## src/rtl/reshape_pkg.sv

```systemverilog
// Shared types and constants for the activation reshape stream.
// Latency: n/a (declarations only).
// Backpressure: n/a.
package reshape_pkg;

  // Occupancy of the single-word output buffer.
  typedef enum logic {
    EMPTY = 1'b0,
    FULL  = 1'b1
  } state_t;

  // Direction of the bit permutation applied to an accepted word.
  localparam logic MODE_TO_PLANAR      = 1'b0;
  localparam logic MODE_TO_INTERLEAVED = 1'b1;

  // Width of the bit-plane counter; kept at least one bit wide so the
  // single-level configuration still has a legal register.
  function automatic int plane_cnt_w(input int levels);
    return (levels > 1) ? $clog2(levels) : 1;
  endfunction

endpackage

```

## src/rtl/reshape_perm.sv

```systemverilog
// Combinational bit permutation between lane-interleaved and bit-planar layouts.
// Latency: 0 cycles (pure wiring plus a 2:1 mux on mode).
// Backpressure: none; it sits in front of the buffer register.
module reshape_perm
  import reshape_pkg::*;
#(
  parameter int BINARY_LEVELS = 2,
  parameter int SIMD_WIDTH    = 32
) (
  input  logic                                  mode,
  input  logic [SIMD_WIDTH*BINARY_LEVELS-1:0]   in_data,
  output logic [SIMD_WIDTH*BINARY_LEVELS-1:0]   out_data
);

  logic [SIMD_WIDTH*BINARY_LEVELS-1:0] to_planar;
  logic [SIMD_WIDTH*BINARY_LEVELS-1:0] to_interleaved;

  // Level i of lane j lives at BINARY_LEVELS*j+i when interleaved and at
  // SIMD_WIDTH*i+j when planar; the two maps are exact inverses.
  for (genvar i = 0; i < BINARY_LEVELS; i++) begin : g_level
    for (genvar j = 0; j < SIMD_WIDTH; j++) begin : g_lane
      assign to_planar[SIMD_WIDTH*i + j]         = in_data[BINARY_LEVELS*j + i];
      assign to_interleaved[BINARY_LEVELS*j + i] = in_data[SIMD_WIDTH*i + j];
    end
  end

  assign out_data = (mode == MODE_TO_INTERLEAVED) ? to_interleaved : to_planar;

endmodule

```

## src/rtl/reshape_stream.sv

```systemverilog
// Reshapes activation words between interleaved and planar layouts, optionally one plane per beat.
// Latency: 1 cycle from input acceptance to first output beat; one word per cycle when SERIAL=0.
// Backpressure: single-entry buffer; in_ready only when empty or the final beat leaves this cycle.
module reshape_stream
  import reshape_pkg::*;
#(
  parameter int BINARY_LEVELS = 2,
  parameter int SIMD_WIDTH    = 32,
  parameter int SERIAL        = 0
) (
  input  logic                                                          clk,
  input  logic                                                          rst,
  input  logic                                                          mode,
  input  logic [SIMD_WIDTH*BINARY_LEVELS-1:0]                           in_data,
  input  logic                                                          in_valid,
  output logic                                                          in_ready,
  output logic [((SERIAL != 0) ? SIMD_WIDTH : SIMD_WIDTH*BINARY_LEVELS)-1:0] out_data,
  output logic                                                          out_valid,
  input  logic                                                          out_ready,
  output logic                                                          out_last
);

  localparam int WORD_W = SIMD_WIDTH * BINARY_LEVELS;
  localparam int PW     = plane_cnt_w(BINARY_LEVELS);
  localparam logic [PW-1:0] LAST_PLANE = PW'(BINARY_LEVELS - 1);

  state_t              state_q;
  state_t              state_d;
  logic [WORD_W-1:0]   perm_data;
  logic [WORD_W-1:0]   word_q;
  logic                mode_q;
  logic [PW-1:0]       plane_q;
  logic                in_fire;
  logic                out_fire;
  logic                final_beat;

  // Permute before the register so the output path is a plain flop (plus plane mux).
  reshape_perm #(
    .BINARY_LEVELS (BINARY_LEVELS),
    .SIMD_WIDTH    (SIMD_WIDTH)
  ) u_perm (
    .mode     (mode),
    .in_data  (in_data),
    .out_data (perm_data)
  );

  // Output valid comes only from the buffer state, never from in_valid.
  assign out_valid = (state_q == FULL);

  // Whole-word output and interleaved words finish in one beat; planar words
  // in serial mode finish on the last plane.
  assign final_beat = out_valid &&
                      ((SERIAL == 0) || (mode_q == MODE_TO_INTERLEAVED) || (plane_q == LAST_PLANE));
  assign out_last   = final_beat;

  // Accept when empty, or when the buffered word is leaving this cycle; never during reset.
  assign in_ready = !rst && ((state_q == EMPTY) || (out_ready && final_beat));
  assign in_fire  = in_valid && in_ready;
  assign out_fire = out_valid && out_ready;

  // Buffer state register.
  always_ff @(posedge clk) begin
    if (rst) begin
      state_q <= EMPTY;
    end else begin
      state_q <= state_d;
    end
  end

  // Next-state: load on accept, drain after the final beat unless refilled the same cycle.
  always_comb begin
    state_d = state_q;
    case (state_q)
      EMPTY: begin
        if (in_fire) begin
          state_d = FULL;
        end
      end
      FULL: begin
        if (out_fire && final_beat && !in_fire) begin
          state_d = EMPTY;
        end
      end
      default: state_d = EMPTY;
    endcase
  end

  // Buffered word, its captured mode, and the plane counter for serial output.
  always_ff @(posedge clk) begin
    if (rst) begin
      word_q  <= '0;
      mode_q  <= MODE_TO_PLANAR;
      plane_q <= '0;
    end else begin
      if (in_fire) begin
        word_q <= perm_data;
        mode_q <= mode;
      end
      if (out_fire) begin
        plane_q <= final_beat ? '0 : plane_q + PW'(1);
      end
    end
  end

  if (SERIAL != 0) begin : g_serial
    logic [SIMD_WIDTH-1:0] plane_sel;

    // Pick the current bit-plane out of the buffered planar word.
    always_comb begin
      plane_sel = word_q[SIMD_WIDTH-1:0];
      for (int k = 0; k < BINARY_LEVELS; k++) begin
        if (plane_q == PW'(k)) begin
          plane_sel = word_q[k*SIMD_WIDTH +: SIMD_WIDTH];
        end
      end
    end

    // Interleaved words are not serialised: only their low lane group is emitted.
    assign out_data = (mode_q == MODE_TO_INTERLEAVED) ? word_q[SIMD_WIDTH-1:0] : plane_sel;
  end else begin : g_word
    assign out_data = word_q;
  end

endmodule

```

## config.mk

```make
export PLATFORM = sky130hd
export DESIGN_NAME = reshape_stream
export DESIGN_NICKNAME = d
export VERILOG_FILES = /design/src/rtl/reshape_pkg.sv /design/src/rtl/reshape_perm.sv /design/src/rtl/reshape_stream.sv
export SDC_FILE = /design/constraint.sdc
export NUM_CORES = 1
export LEC_CHECK = 0
export ABC_AREA = 1
export BUFFER_PORTS_ARGS = -buffer_cell sky130_fd_sc_hd__buf_4
export CORE_MARGIN = 1.5
export CORE_UTILIZATION = 44
export DETAILED_ROUTE_END_ITERATION = 8
export GPL_ROUTABILITY_DRIVEN = 0
export PLACE_DENSITY = 0.76
export SLEW_MARGIN = 5
export SYNTH_ARGS = -nofsm -noshare
export SYNTH_HDL_FRONTEND = slang
export SYNTH_SLANG_ARGS = --single-unit
```

## constraint.sdc

```tcl
create_clock -name clk -period 1.17 [get_ports clk]
set_clock_uncertainty 0.1 [all_clocks]
set_input_delay 0.117 -clock clk [delete_from_list [all_inputs] [get_ports clk]]
set_output_delay 0.117 -clock clk [all_outputs]
set_load 0.02 [all_outputs]
```

==> flow_metrics.env, run 1 <==
export IMPL_status="complete, but fails checks"
export IMPL_violations="setup timing"
export IMPL_critical_path_class="register to register"
export IMPL_critPathMaxFanout=8
export IMPL_drtPass1Iterations=5
export IMPL_grt_max_degree=65
export IMPL_htree_levels=3
export IMPL_seq_area_um2=1300
export IMPL_cts_buffers=9
export IMPL_hold_viol_final=0
export IMPL_start_kind="register"
export IMPL_grt_pass1_vias=3707
export IMPL_dieArea_um2=8430
export IMPL_drt_wirelength_per_cell_um=12.6
export IMPL_syn_area_um2=3470
export IMPL_synth_simple_area_share=0.344
export IMPL_clk_latency_ps=330
export IMPL_yosysMostFrequentCell="nand2_1"
export IMPL_clock_path_buffers=2
export IMPL_drive_above_1_share=0.319
export IMPL_io_buffers=135
export IMPL_required_ps=1340
export IMPL_start_util=0.451
export IMPL_rsz0062_at_grt="yes"
export IMPL_grt_ovfl_total=0
export IMPL_synth_area_leaders="dfxtp_1 (37%), nand2_1 (20%), inv_1 (13%)"
export IMPL_ys_flop_type="dfxtp_1"
export IMPL_grt_pass1_wl_mm=16.9
export IMPL_grt_use_total=0.251
export IMPL_crit_arrival_ps=1460
export IMPL_drv_slew=0
export IMPL_yosysTopAreaCell="dfxtp_1"
export IMPL_synth_mux_area_frac=0
export IMPL_fin_area_um2=5390
export IMPL_synth_adder_area_share=0
export IMPL_setup_slack_ps=-125
export IMPL_drt_initial_drc_count=100
export IMPL_antenna_found_initial=0
export IMPL_synth_compound_area_share=0.0894
export IMPL_coreArea_um2=7690
export IMPL_synth_edff_count=0
export IMPL_worstMarginPinSlew_ps=447
export IMPL_dpl_cell_area_um2=4570
export IMPL_fin_crit_ps=1300
export IMPL_routed_via_density=4.55
export IMPL_synth_xor_area_share=0
export IMPL_ioPinCount=136
export IMPL_diodes=0
export IMPL_slew_headroom=0.699
export IMPL_synth_cells=598
export IMPL_ys_seq_area_frac=0.375
export IMPL_cts_tree="done"
export IMPL_synthesis_nets=667
export IMPL_dpl_hpwl_mm=6.64
export IMPL_async_flop_share=0
export IMPL_setup_viol=65
export IMPL_routed_wl_mm=10.7
export IMPL_fin_crit_sh=1.11
export IMPL_rows=32
export IMPL_hp_class="input pin to register"
export IMPL_whs_ps=0.619
export IMPL_nNetsFinal=811
export IMPL_endpoint_kind="register"
export IMPL_synthDominantCellAreaShare=0.375
export IMPL_die_h_um=91.8
export IMPL_dp_cells=812
export IMPL_fin_util=0.701
export IMPL_powerDensity_nw_per_um2=1170
export IMPL_setup_tns_final_ps=-4490
export IMPL_synth_seq_cells=65
export IMPL_fmax_mhz=772
export IMPL_clk_pin_slew_ps=70
export IMPL_ir_drop_mv=0.856
export IMPL_syn_to_final_growth_pct=55.4
export IMPL_clockRootBuffer="clkbuf_8"
export IMPL_netlist_top_cells_count="nand2_1 (185), inv_1 (123), nor2_1 (120)"
export IMPL_fillers=677
export IMPL_final_antenna_net_count=0
export IMPL_yosysWarnings=0
export IMPL_synth_cell_types=13
export IMPL_synth_top_family_by_area="simple AND/OR/NAND/NOR gates"
export IMPL_clock_sinks=65
export IMPL_drv_cap=0
export IMPL_final_cells=849
export IMPL_p_leak_uw=0.00304
export IMPL_multi_input_area_um2=1710
export IMPL_drc=0
export IMPL_synth_area_per_cell_um2=5.80
export IMPL_die_x_um=91.8
export IMPL_route_vias_total=3859
-- cells in the final DEF (no fill, tap or decap), types with 2 or more instances in the layout --
| master | n |
|---|---|
| buf_6 | 5 |
| dlygate4sd3_1 | 6 |
| o21ai_0 | 60 |
| dfxtp_1 | 64 |
| nand3_1 | 6 |
| buf_12 | 6 |
| nand2_1 | 159 |
| bufinv_16 | 2 |
| nand2_2 | 19 |
| buf_16 | 6 |
| clkinv_2 | 2 |
| clkbuf_8 | 11 |
| nor2_1 | 91 |
| nor2_2 | 28 |
| nand3_2 | 2 |
| inv_1 | 122 |
| clkbuf_16 | 3 |
| buf_4 | 140 |
| nand2_4 | 7 |
-- area by class of cell --
type,count,area share
inverters,123,0.0856
flip-flops and latches,65,0.242
multi-input cells,376,0.317
clock buffers,11,0.0281
repair buffers,167,0.289
clock inverters,5,0.0144
well taps,102,0.0237
-- flip-flops by register name (all words and copies together), names as in the netlist --
register and count:
out_data 64, out_last 1
-- worst paths after layout --
kind,depth (start not counted),slack [ps],from,endpoint
setup / recovery,7,-130,out_last$_SDFF_PP0_,out_data[16]$_SDFFE_PP0P_
hold / removal,4,0.6,out_ready,out_last$_SDFF_PP0_
setup reg to reg,7,-130,out_last$_SDFF_PP0_,out_data[16]$_SDFFE_PP0P_
hold reg to reg,2,360,out_data[21]$_SDFFE_PP0P_,out_data[21]$_SDFFE_PP0P_
-- cell families (layout without fill, tap and decap cells) --
| group | after synthesis | in the layout |
|---|---|---|
| compound gates | 62 | 62 |
| buf+inv | 157 | 306 |
| flops | 65 | 65 |
| simple gates | 314 | 314 |
-- power breakdown --
part	switching [uW]	internal [uW]	total, uW	leakage, uW
logic	887	761	1650	0.00239
clock network	877	1310	2190	0.000115
registers	88.3	2370	2460	0.000536
-- through the flow --
step	power, uW	setup WS, ps
global placement	3830	13.7
finish	6290	-125
CTS	6220	-112
detailed placement	3860	-26.9
floorplan	3270	14.9
global route	6600	-166
-- metal layers --
| layer | part of all wire | track usage | routed length [um] | vias up |
|---|---|---|---|---|
| met1 | 0.41 | 0.302 | 4420 | 1719 |
| met2 | 0.49 | 0.430 | 5310 | 122 |
| met3 | 0.083 | 0.0705 | 895 | 6 |
| met5 | 0 | 0 | 0 | - |
| met4 | 0.0095 | 0.0859 | 102 | 0 |
| li1 | - | - | - | 2012 |
-- critical path, stage by stage (launching register included) --
cell     delay, ps
dfxtp_2        330
nand2_2         80
nand3_4        140
buf_12         190
buf_12         150
nand2_2         50
nand2_1         60
nor2_2         120
-- timing repair --
| action | in CTS | in global routing |
|---|---|---|
| hold endpoints to repair | 5 | 0 |
| buffers inserted | 6 | 0 |
| hold buffers | 6 | 0 |
| gates cloned | 6 | 3 |
| setup endpoints to repair | 57 | 67 |
| pin swaps | 2 | 9 |
| resized for setup | 40 | 36 |
Power figures use the tool's default switching activity.
==> run 2: changes to the inputs <==
ABC_AREA = not set   (was 1)
CORE_UTILIZATION = 45   (was 44)
PLACE_DENSITY = 0.77   (was 0.76)
==> run 2 against run 1 <==
Effect of this change:
- the flow still finishes with violations (setup timing)
- sequential cell count did not move
- non-clock buffer count grew 24
- maximum frequency fell by 5.3%
- clock power shrank 4%
- largest power group unchanged
- sequential share of layout area fell by 1.2 points
- worst setup slack worse by 73 ps
- sequential power is 3% higher
- design area grew 5.5%
- critical path depth is 3 lower
- area after synthesis grew 6.0%
- count of clock-buffer cells in the layout decreased by 2
==> flow_metrics.env, run 2 <==
export IMPL_async_flop_share=0
export IMPL_synth_seq_cells=65
export IMPL_drtPass1Iterations=4
export IMPL_nNetsFinal=535
export IMPL_hp_class="input pin to register"
export IMPL_setup_tns_final_ps=-7500
export IMPL_crit_path_cell_trace="and2b_4 > buf_6 > nor2_4 > buf_6"
export IMPL_grt_ovfl_total=0
export IMPL_clk_latency_ps=330
export IMPL_r2r_end="out_data[21]$_SDFFE_PP0P_"
export IMPL_drt_initial_drc_count=113
export IMPL_ioPinCount=136
export IMPL_routed_wl_mm=11.1
export IMPL_power_uw=6680
export IMPL_reg2reg_from="out_last$_SDFF_PP0_"
export IMPL_powerDensity_nw_per_um2=1170
export IMPL_synth_cells=298
export IMPL_largest_reg_flops=64
export IMPL_die_x_um=93.4
export IMPL_dp_cells=521
export IMPL_drc=0
export IMPL_pre_cts_ws_ps=-121
export IMPL_cp_buffers_inverters=2
export IMPL_antenna_found_initial=0
export IMPL_slew_headroom=0.772
export IMPL_htree_levels=3
export IMPL_grt_pass1_wl_mm=17.0
export IMPL_synthDominantCellAreaShare=0.354
export IMPL_ys_seq_area_frac=0.354
export IMPL_drv_cap=0
export IMPL_final_antenna_net_count=0
export IMPL_route_vias_total=3143
export IMPL_synth_cell_types=18
export IMPL_final_common_cell="buf_4"
export IMPL_layout_common_cells="buf_4 (143), dfxtp_1 (64), mux2i_1 (60), a211oi_2 (60), a21oi_2 (52)"
export IMPL_setup_viol=67
export IMPL_violations="setup timing"
export IMPL_cp_common_cell="buf_6"
export IMPL_yosysWarnings=0
export IMPL_critical_path_class="register to output pin"
export IMPL_fin_crit_ps=1370
export IMPL_die_h_um=93.4
export IMPL_fin_util=0.729
export IMPL_netlist_top_cells_count="dfxtp_1 (65), a211oi_2 (60), mux2i_1 (60)"
export IMPL_hold_viol_final=0
export IMPL_rsz0062_at_grt="yes"
export IMPL_yosysMostFrequentCell="dfxtp_1"
export IMPL_dpl_hpwl_mm=6.62
export IMPL_yosysTopAreaCell="dfxtp_1"
export IMPL_syn_to_final_growth_pct=54.6
export IMPL_clock_path_buffers=2
export IMPL_ir_drop_mv=0.750
export IMPL_slowest_delay_ps=340
export IMPL_coreArea_um2=7810
export IMPL_io_buffers=135
export IMPL_crit_arrival_ps=1150
export IMPL_syn_area_um2=3680
export IMPL_whs_path_depth=3
export IMPL_cp_top_family="flip-flops"
export IMPL_fmax_mhz=731
export IMPL_setup_slack_ps=-198
export IMPL_min_to="out_data[34]$_SDFFE_PP0P_"
export IMPL_final_cells=573
export IMPL_reg2reg_slack_ps=-160
export IMPL_multi_input_area_um2=2060
export IMPL_dieArea_um2=8730
export IMPL_clockRootBuffer="clkbuf_8"
export IMPL_synth_area_leaders="dfxtp_1 (35%), a211oi_2 (20%), mux2i_1 (16%)"
export IMPL_p_leak_uw=0.00245
export IMPL_cts_tree="done"
export IMPL_drt_wirelength_per_cell_um=19.3
export IMPL_synthesis_nets=367
export IMPL_grt_max_degree=46
export IMPL_start_util=0.471
export IMPL_worstHoldStart="in_data[5]"
export IMPL_fin_crit_sh=1.17
export IMPL_ys_flop_type="dfxtp_1"
export IMPL_rows=32
export IMPL_cts_buffers=9
export IMPL_drive_above_1_share=0.701
export IMPL_required_ps=950
export IMPL_fillers=522
export IMPL_grt_use_total=0.253
export IMPL_endpoint_kind="output pin"
export IMPL_critPathMaxFanout=2
export IMPL_synth_area_per_cell_um2=12.3
export IMPL_seq_area_um2=1310
export IMPL_drv_slew=0
export IMPL_status="complete, but fails checks"
export IMPL_synth_edff_count=0
export IMPL_clock_sinks=65
export IMPL_worstMarginPinSlew_ps=342
export IMPL_slowest_stage="dfxtp_4"
export IMPL_routed_via_density=5.49
export IMPL_diodes=0
export IMPL_start_kind="register"
export IMPL_clk_pin_slew_ps=80
export IMPL_worst_r2r_cell_count=6
export IMPL_grt_pass1_vias=3252
[run 2: timing repair]
action | CTS | global route
gates resized for setup | 37 | 26
hold endpoints to repair | 4 | 0
endpoints found under the setup margin | 63 | 68
hold buffers | 4 | 0
gates cloned | 14 | 3
setup buffers | 15 | 7
pin swaps | 14 | 24
[run 2: worst max-delay path by stage]
stage	start	end	slack (ps)	depth (start not counted)
global placement	out_last$_SDFF_PP0_	out_data[38]$_SDFFE_PP0P_	-90	4
finish	out_last$_SDFF_PP0_	in_ready	-200	4
CTS	out_last$_SDFF_PP0_	in_ready	-210	4
floorplan	out_last$_SDFF_PP0_	out_data[10]$_SDFFE_PP0P_	-40	4
global route	out_last$_SDFF_PP0_	in_ready	-240	4
detailed placement	out_last$_SDFF_PP0_	out_data[26]$_SDFFE_PP0P_	-120	4
[run 2: cell type report]
type / count / share of cell area
Timing Repair Buffer: 191 / 0.347
Sequential cell: 65 / 0.229
Clock inverter: 7 / 0.0167
Multi-Input combinational cell: 198 / 0.362
Tap cell: 102 / 0.0224
Clock buffer: 9 / 0.0218
Inverter: 1 / 0.000660
[run 2: kinds of logic after synthesis]
family                 synth area share
muxes                             0.163
AOI/OAI and AO/OA                 0.349
buffers and inverters             0.118
and+or+nand+nor                  0.0160
DFF                               0.354
[run 2: stage by stage]
step	cell area (um2)	hold slack [ps]
3_5_place_dp	4680	288
4_1_cts	5610	46.7
3_3_place_gp	4680	280
2_1_floorplan	3680	163
6_report	5690	54.3
5_1_grt	5690	45.7
[run 2: worst register-to-register path, stage by stage, from the launching register on]
cell and delay, ps:
dfxtp_4 340, buf_4 150, nand2b_4 170, buf_6 140, clkbuf_16 130, nand3_1 90, a21oi_1 150
[run 2: report_power, final]
part	internal (uW)	switching, uW	leakage, uW
logic	1040	998	0.00180
registers	2390	141	0.000540
clock network	1200	908	0.000109
[run 2: metal layers]
metal | track usage | share of wire | vias to the layer above | wire length [um]
li1 | - | - | 1479 | -
met4 | 0.0909 | 0.027 | 0 | 297
met5 | 0 | 0 | - | 0
met1 | 0.302 | 0.41 | 1517 | 4510
met2 | 0.445 | 0.50 | 127 | 5510
met3 | 0.0528 | 0.067 | 20 | 736
==> run 3: changes to the inputs <==
RECOVER_POWER = 50   (was not set)
==> run 3 against run 2 <==
Effect of this change:
- the run still ends with setup timing left
- sequential power about the same
- final cell count stayed put
- global-route usage is the same
==> flow_metrics.env, run 3 (synthesized netlist as in run 2, its figures left out) <==
export IMPL_rsz0062_at_grt="yes"
export IMPL_drt_initial_drc_count=141
export IMPL_fmax_mhz=732
export IMPL_io_buffers=135
export IMPL_die_x_um=93.4
export IMPL_largest_reg_flops=64
export IMPL_dr_wl_met3_um=723
export IMPL_syn_to_final_growth_pct=52.4
export IMPL_final_common_cell="buf_4"
export IMPL_fillers=546
export IMPL_grt_ovfl_total=0
export IMPL_drive_above_1_share=0.699
export IMPL_coreArea_um2=7810
export IMPL_grt_pass1_vias=3252
export IMPL_htree_levels=3
export IMPL_critPathMaxFanout=2
export IMPL_dpl_hpwl_mm=6.62
export IMPL_nNetsFinal=535
export IMPL_clock_path_buffers=2
export IMPL_cellInternalPower_uw=4580
export IMPL_critical_path_class="register to output pin"
export IMPL_p_leak_uw=0.00242
export IMPL_diodes=0
export IMPL_drt_wirelength_per_cell_um=19.3
export IMPL_setup_tns_final_ps=-7570
export IMPL_routed_top_layer="met4"
export IMPL_crit_arrival_ps=1150
export IMPL_grt_use_total=0.253
export IMPL_setup_slack_ps=-196
export IMPL_ir_drop_mv=0.748
export IMPL_required_ps=950
export IMPL_rows=32
export IMPL_clk_pin_slew_ps=70
export IMPL_dieArea_um2=8730
export IMPL_worstMarginPinSlew_ps=299
export IMPL_status="complete, but fails checks"
export IMPL_drv_slew=0
export IMPL_wl_met1_mm=4.51
export IMPL_p_clk_frac=0.317
export IMPL_layout_common_cells="buf_4 (111), dfxtp_1 (64), mux2i_1 (60), a211oi_2 (60), a21oi_2 (52)"
export IMPL_p_seq_frac=0.382
export IMPL_combinationalPowerShare=0.301
export IMPL_fin_crit_ps=1370
export IMPL_endpoint_kind="output pin"
export IMPL_power_switching_uw=2040
export IMPL_ioPinCount=136
export IMPL_clockRootBuffer="clkbuf_8"
export IMPL_start_kind="register"
export IMPL_powerDensity_nw_per_um2=1180
export IMPL_routed_wl_mm=11.0
export IMPL_cts_tree="done"
export IMPL_clock_sinks=65
export IMPL_cts_buffers=9
export IMPL_setup_viol=67
export IMPL_drv_cap=0
export IMPL_hp_class="input pin to register"
export IMPL_drc=0
export IMPL_drtPass1Iterations=4
export IMPL_grt_pass1_wl_mm=17.0
export IMPL_switching_share=0.308
export IMPL_grt_max_degree=46
export IMPL_slew_headroom=0.795
export IMPL_antenna_found_initial=0
export IMPL_final_antenna_net_count=0
export IMPL_wl_met2_mm=5.60
export IMPL_die_h_um=93.4
export IMPL_hold_viol_final=0
export IMPL_violations="setup timing"
export IMPL_whs_ps=56.4
export IMPL_start_util=0.471
export IMPL_route_vias_total=3130
export IMPL_routed_via_density=5.46
export IMPL_fin_crit_sh=1.17
export IMPL_clk_latency_ps=330
-- run 3: cell count changes in the layout (fill, tap and decap cells not counted) --
cell,change
buf_4,-32
clkbuf_2,+31
clkbuf_1,+1
-- run 3: critical path, stage by stage (launching register included) --
cell and delay [ps]:
dfxtp_4 340, and2b_4 170, buf_6 120, nor2_4 70, buf_6 120
-- run 3: path summary, 6_finish.rpt --
path,from,endpoint,slack (ps),cells past startpoint
setup / recovery,out_last$_SDFF_PP0_,in_ready,-200,4
hold / removal,rst,out_data[2]$_SDFFE_PP0P_,60,2
setup reg to reg,out_last$_SDFF_PP0_,out_data[21]$_SDFFE_PP0P_,-160,6
hold reg to reg,out_data[0]$_SDFFE_PP0P_,out_data[0]$_SDFFE_PP0P_,400,2
-- run 3: power by group through the flow --
stage | logic (uW) | clock network (uW) | registers, uW
2_1_floorplan | 855 | 0 | 2770
3_3_place_gp | 1630 | 0 | 2570
3_5_place_dp | 1660 | 0 | 2570
4_1_cts | 2000 | 2120 | 2530
5_1_grt | 2100 | 2240 | 2550
6_report | 1990 | 2100 | 2530
-- run 3: cell type report --
| class | count | area, um2 | share of cell area |
|---|---|---|---|
| Timing Repair Buffer | 191 | 1890 | 0.337 |
| Clock buffer | 9 | 124 | 0.0221 |
| Clock inverter | 7 | 95.1 | 0.0170 |
| Tap cell | 102 | 128 | 0.0228 |
| Inverter | 1 | 3.75 | 0.000669 |
| Multi-Input combinational cell | 198 | 2060 | 0.368 |
| Sequential cell | 65 | 1310 | 0.233 |
-- run 3: timing repair --
item | CTS | global route
gates cloned | 14 | 3
hold endpoints to repair | 4 | 0
hold buffers | 4 | 0
setup endpoints to repair | 63 | 68
gates resized for setup | 37 | 26
pin swaps | 14 | 24
buffers inserted | 15 | 7
-- run 3: through the flow --
stage / instance area, um2 / worst slack, ps / util / total power, uW / std cells
global placement: 4680 / -89.8 / 0.599 / 4200 / 521
CTS: 5610 / -206 / 0.718 / 6640 / 570
floorplan: 3680 / -42.2 / - / 3630 / 298
finish: 5610 / -196 / 0.718 / 6620 / 573
global route: 5610 / -236 / 0.718 / 6900 / 573
detailed placement: 4680 / -121 / 0.599 / 4230 / 521
-- run 3: metal layers --
layer | GRT usage | up-vias
li1 | - | 1475
met1 | 0.302 | 1506
met2 | 0.445 | 133
met3 | 0.0528 | 16
met4 | 0.0909 | 0
met5 | 0 | -
